File: config.mk
export PLATFORM = sky130hd
export DESIGN_NAME = nibble_word_packer
export DESIGN_NICKNAME = d
export VERILOG_FILES = /design/src/rtl/nibble_word_packer.sv
export SDC_FILE = /design/constraint.sdc
export NUM_CORES = 1
export LEC_CHECK = 0
export BUFFER_PORTS_ARGS = -buffer_cell sky130_fd_sc_hd__buf_4
export CORE_MARGIN = 5
export CORE_UTILIZATION = 35
export DETAILED_ROUTE_END_ITERATION = 10
export PLACE_DENSITY = 0.57
export SLEW_MARGIN = 30
export SYNTH_ARGS = -nofsm -noshare
export SYNTH_HDL_FRONTEND = slang
export SYNTH_SLANG_ARGS = --single-unit
File: constraint.sdc
create_clock -name clk -period 4.56 [get_ports clk]
set_clock_uncertainty 0.15 [all_clocks]
set_input_delay 0.456 -clock clk [delete_from_list [all_inputs] [get_ports clk]]
set_output_delay 0.456 -clock clk [all_outputs]
set_load 0.01 [all_outputs]
File: src/rtl/nibble_word_packer.sv
`default_nettype none
// nibble_word_packer: packs IN_W-bit beats into one OUT_W-bit word; in_last flushes a zero-filled partial word.
// Revision: 1.0
module nibble_word_packer #(
   parameter int IN_W      = 4,
   parameter int OUT_W     = 32,
   parameter bit MSB_FIRST = 1'b0,
   parameter int CNT_W     = $clog2(OUT_W / IN_W) + 1
) (
   input  logic             clk,
   input  logic             rst_n,
   input  logic             in_valid,
   output logic             in_ready,
   input  logic [IN_W-1:0]  in_data,
   input  logic             in_last,
   output logic             out_valid,
   input  logic             out_ready,
   output logic [OUT_W-1:0] out_data,
   output logic [CNT_W-1:0] out_count
);

   localparam int               RATIO    = OUT_W / IN_W;
   localparam logic [CNT_W-1:0] LAST_IDX = CNT_W'(RATIO - 1);

   logic [OUT_W-1:0] acc;
   logic [CNT_W-1:0] idx;
   logic [CNT_W-1:0] slot;
   logic [OUT_W-1:0] merged;
   logic             in_fire;
   logic             out_fire;
   logic             complete;

   assign in_ready = !out_valid || out_ready;
   assign in_fire  = in_valid && in_ready;
   assign out_fire = out_valid && out_ready;
   assign complete = (idx == LAST_IDX) || in_last;
   assign slot     = MSB_FIRST ? (LAST_IDX - idx) : idx;

   // Unwritten slots stay zero because the accumulator is cleared whenever a word leaves it.
   generate
      for (genvar k = 0; k < RATIO; k++) begin : g_slot
         assign merged[k*IN_W +: IN_W] = (slot == CNT_W'(k)) ? in_data : acc[k*IN_W +: IN_W];
      end
   endgenerate

   always_ff @(posedge clk or negedge rst_n) begin
      if (!rst_n) begin
         acc       <= '0;
         idx       <= '0;
         out_valid <= 1'b0;
         out_data  <= '0;
         out_count <= '0;
      end else begin
         if (out_fire) begin
            out_valid <= 1'b0;
         end
         // A completing beat on the same edge as an output accept reloads the register and keeps out_valid high.
         if (in_fire) begin
            if (complete) begin
               out_data  <= merged;
               out_count <= idx + CNT_W'(1);
               out_valid <= 1'b1;
               acc       <= '0;
               idx       <= '0;
            end else begin
               acc <= merged;
               idx <= idx + CNT_W'(1);
            end
         end
      end
   end

endmodule
`default_nettype wire
==> flow_summary_export.csv <==
group,metric,value,unit
setup_path,crit_chain,"ha_1, and3b_4, o211ai_4, buf_4, o21ai_0",
sta,worst_pin_slew,0.692,ns
logic_synthesis,yosysTopAreaCell,"dfrtp_1",
global_routing,grt.overflow.total,0,
route,dr_total_vias,2298,
global_routing,grt_max_degree,74,
sta,rsz0062_at_grt,"no",
sta,min_period_over_period,58.5,%
setup_path,critPathKind,"flip-flop to flip-flop",
logic_synthesis,yosysTopAreaCellShare,54.2,%
die,die_h,108,um
clock_network,clock_path_buffers,2,
route,wire_per_inst,15.4,um
route,drtAntennaViolNets,0,
min_path,min_path_type,"input pin to async pin",
setup_path,max_stage_delay,0.56,ns
cells_and_area,multiInputGateArea,1420,um^2
cells_and_area,seqCellArea,1830,um^2
sta,post-route-min-period,2.67,ns
setup_path,cp.arrival,2.72,ns
clock_network,cts_max_level,3,
sta,relSlewSlack,53.6,%
cells_and_area,drive_gt1_share,28.4,%
sta,fmax,0.375,GHz
route,drc,0,
die,initial_core_util,36.1,%
setup_path,crit_required,4.62,ns
clock_network,cts_resized,0,
logic_synthesis,async_reset_ff_share,100,%
logic_synthesis,ys_seq_area_share,54.2,%
clock_network,holdBufCountCts,0,
clock_network,clk_pin_slew,0.08,ns
global_routing,grt_pass1_vias,2357,
logic_synthesis,synth_most_common_cell,"dfrtp_1",
status,outcome,"finished with violations",
logic_synthesis,synth_xor_area_share,0.520,%
placed_design,dp_slack,1.88,ns
placed_design,gp_congestion,0.769,
logic_synthesis,synth_area,3370,um^2
logic_synthesis,synth_compound_area_share,17.5,%
logic_synthesis,synthCells,293,
sta,fin_tns_setup,0,ns
pwr,pwr_density_cell,428,nW/um^2
setup_path,crit_path_start_kind,"flip-flop",
route,via_per_inst,4.92,
global_routing,grt_usage,13.3,%
global_routing,antenna_found_initial,0,
clock_network,cts_tree,"yes",
clock_network,cts_buffers,9,
clock_network,clock_latency,0.34,ns
pwr,total_power,1.71,mW
global_routing,grt_pass1_wl,12100,um
cells_and_area,diodes,0,
pwr,peakVddDrop,0.163,mV
logic_synthesis,yosys_warnings,0,
pwr,leakage,1.84,nW
setup_path,cp-end-kind,"flip-flop",
die,die_x,108,um
sta,holdWs,-0.0308,ns
sta,maxSlewViolCount,0,
logic_synthesis,synth_cell_types,35,
status,violations,"negative hold slack",
logic_synthesis,synth_fp_nets,306,
logic_synthesis,synth_seq_cells,73,
clock_network,postCtsSetupBuffers,0,
sta,setup_viol,0,
sta,hold_viol,55,
setup_path,r2r_cells,5,
setup_path,crit_slowest_cell,"o211ai_4",
setup_path,cp-startpoint,"idx[0]$_DFFE_PN0P_",
logic_synthesis,synth_top_family_by_area,"compound AO/OA/AOI/OAI gates",
logic_synthesis,synthTopCellsByCount,"73 x dfrtp_1, 45 x nand2_1, 28 x mux2i_1, 24 x o2bb2ai_1, 22 x o21ai_1",
setup_path,crit_fanout,40,
die,fp.dieArea,11700,um^2
cells_and_area,final_nets,346,
setup_path,r2r_start,"idx[0]$_DFFE_PN0P_",
logic_synthesis,synth_fa_ha_area_share,1.49,%
logic_synthesis,synthMuxAreaShare,8.65,%
sta,setup_slack,1.89,ns
logic_synthesis,avgSynthCellArea,11.5,um^2
logic_synthesis,synth_flop_cell,"dfrtp_1",
clock_network,cts.sinks,73,
cells_and_area,fill_cells,917,
run,drv_cap,0,
route,wl,7200,um
die,row_count,35,
route,first_iter_violations,180,
die,ioPinCount,47,
logic_synthesis,ys_top_cells_by_area,"dfrtp_1 54%, mux2i_1 8.3%, o2bb2ai_1 6.2%",
logic_synthesis,yosys.area_share.simple,13.6,%
placed_design,hpwl,4850,um
placed_design,io_buffers,46,
clock_network,cts_root_buffer,"clkbuf_8",
logic_synthesis,synth-edff-count,0,
die,coreArea,9330,um^2
cells_and_area,area_delta_synth_final,18.6,%
route,drt-pass1-iter-count,5,
[cell usage in the layout (no fill, tap or decap), types with 9 or more instances in the layout]
cell type and instances:
buf_4 46, clkbuf_8 10, dfrtp_1 73, mux2i_1 28, nand2_1 45, nand2_2 10, nor2_1 9, o21ai_1 22
o21ai_2 13, o2bb2ai_1 24
[worst max-delay path, delay by kind of cell, from the launching register on]
family / cells / cell delay (ns)
compound gates: 2 / 0.72
buf+inv: 1 / 0.54
flops: 1 / 0.46
fa+ha+maj: 1 / 0.38
simple gates: 1 / 0.27
[state kept, by name, indices dropped and copies added (netlist names)]
name and count:
acc 32, out_data 32, out_valid 1, out_count 4
idx 4
[cell type report]
| type | count | share of cell area, % |
|---|---|---|
| well taps | 129 | 4.04 |
| flip-flops and latches | 73 | 45.7 |
| multi-input cells | 200 | 35.5 |
| inverters | 2 | 0.188 |
| clock buffers | 10 | 3.44 |
| repair buffers | 47 | 8.92 |
| clock inverters | 6 | 2.25 |
[kinds of logic after synthesis]
logic type,Yosys count
xor+xnor,2
simple gates,85
flops,73
compound gates,80
fa+ha+maj,4
buf+inv,20
mux,29
[worst paths after layout]
check                           slack, ns                       end
min in group clk                     0.22       out_valid$_DFF_PN0_
worst max register to register       1.89   out_data[9]$_DFFE_PN0P_
max in group asynchronous            3.84  out_data[14]$_DFFE_PN0P_
worst max-delay path                 1.89   out_data[9]$_DFFE_PN0P_
worst min register to register       0.34   out_data[9]$_DFFE_PN0P_
worst min-delay path                -0.03  out_count[3]$_DFFE_PN0P_
[power by group]
group | switching [mW] | internal (mW) | leakage (nW)
sequential | 0.0533 | 0.724 | 0.987
clock | 0.247 | 0.325 | 0.113
combinational | 0.193 | 0.170 | 0.738
[layer usage]
metal / global-route usage (%) / up-vias / routed length, um
li1: - / 1133 / -
met1: 18.4 / 1119 / 3530
met2: 20.6 / 39 / 3320
met3: 3.04 / 7 / 256
met4: 4.87 / 0 / 98
met5: 0 / - / 0
[metrics by stage]
step           utilization, %  instance area (um^2)  instances
2_1_floorplan               -                  3370        293
6_report                 42.9                  4000        467
3_3_place_gp             40.4                  3760        451
4_1_cts                  42.8                  3990        467
3_5_place_dp             40.4                  3760        451
5_1_grt                  42.9                  4000        467
(Power assumes the default switching activity.)
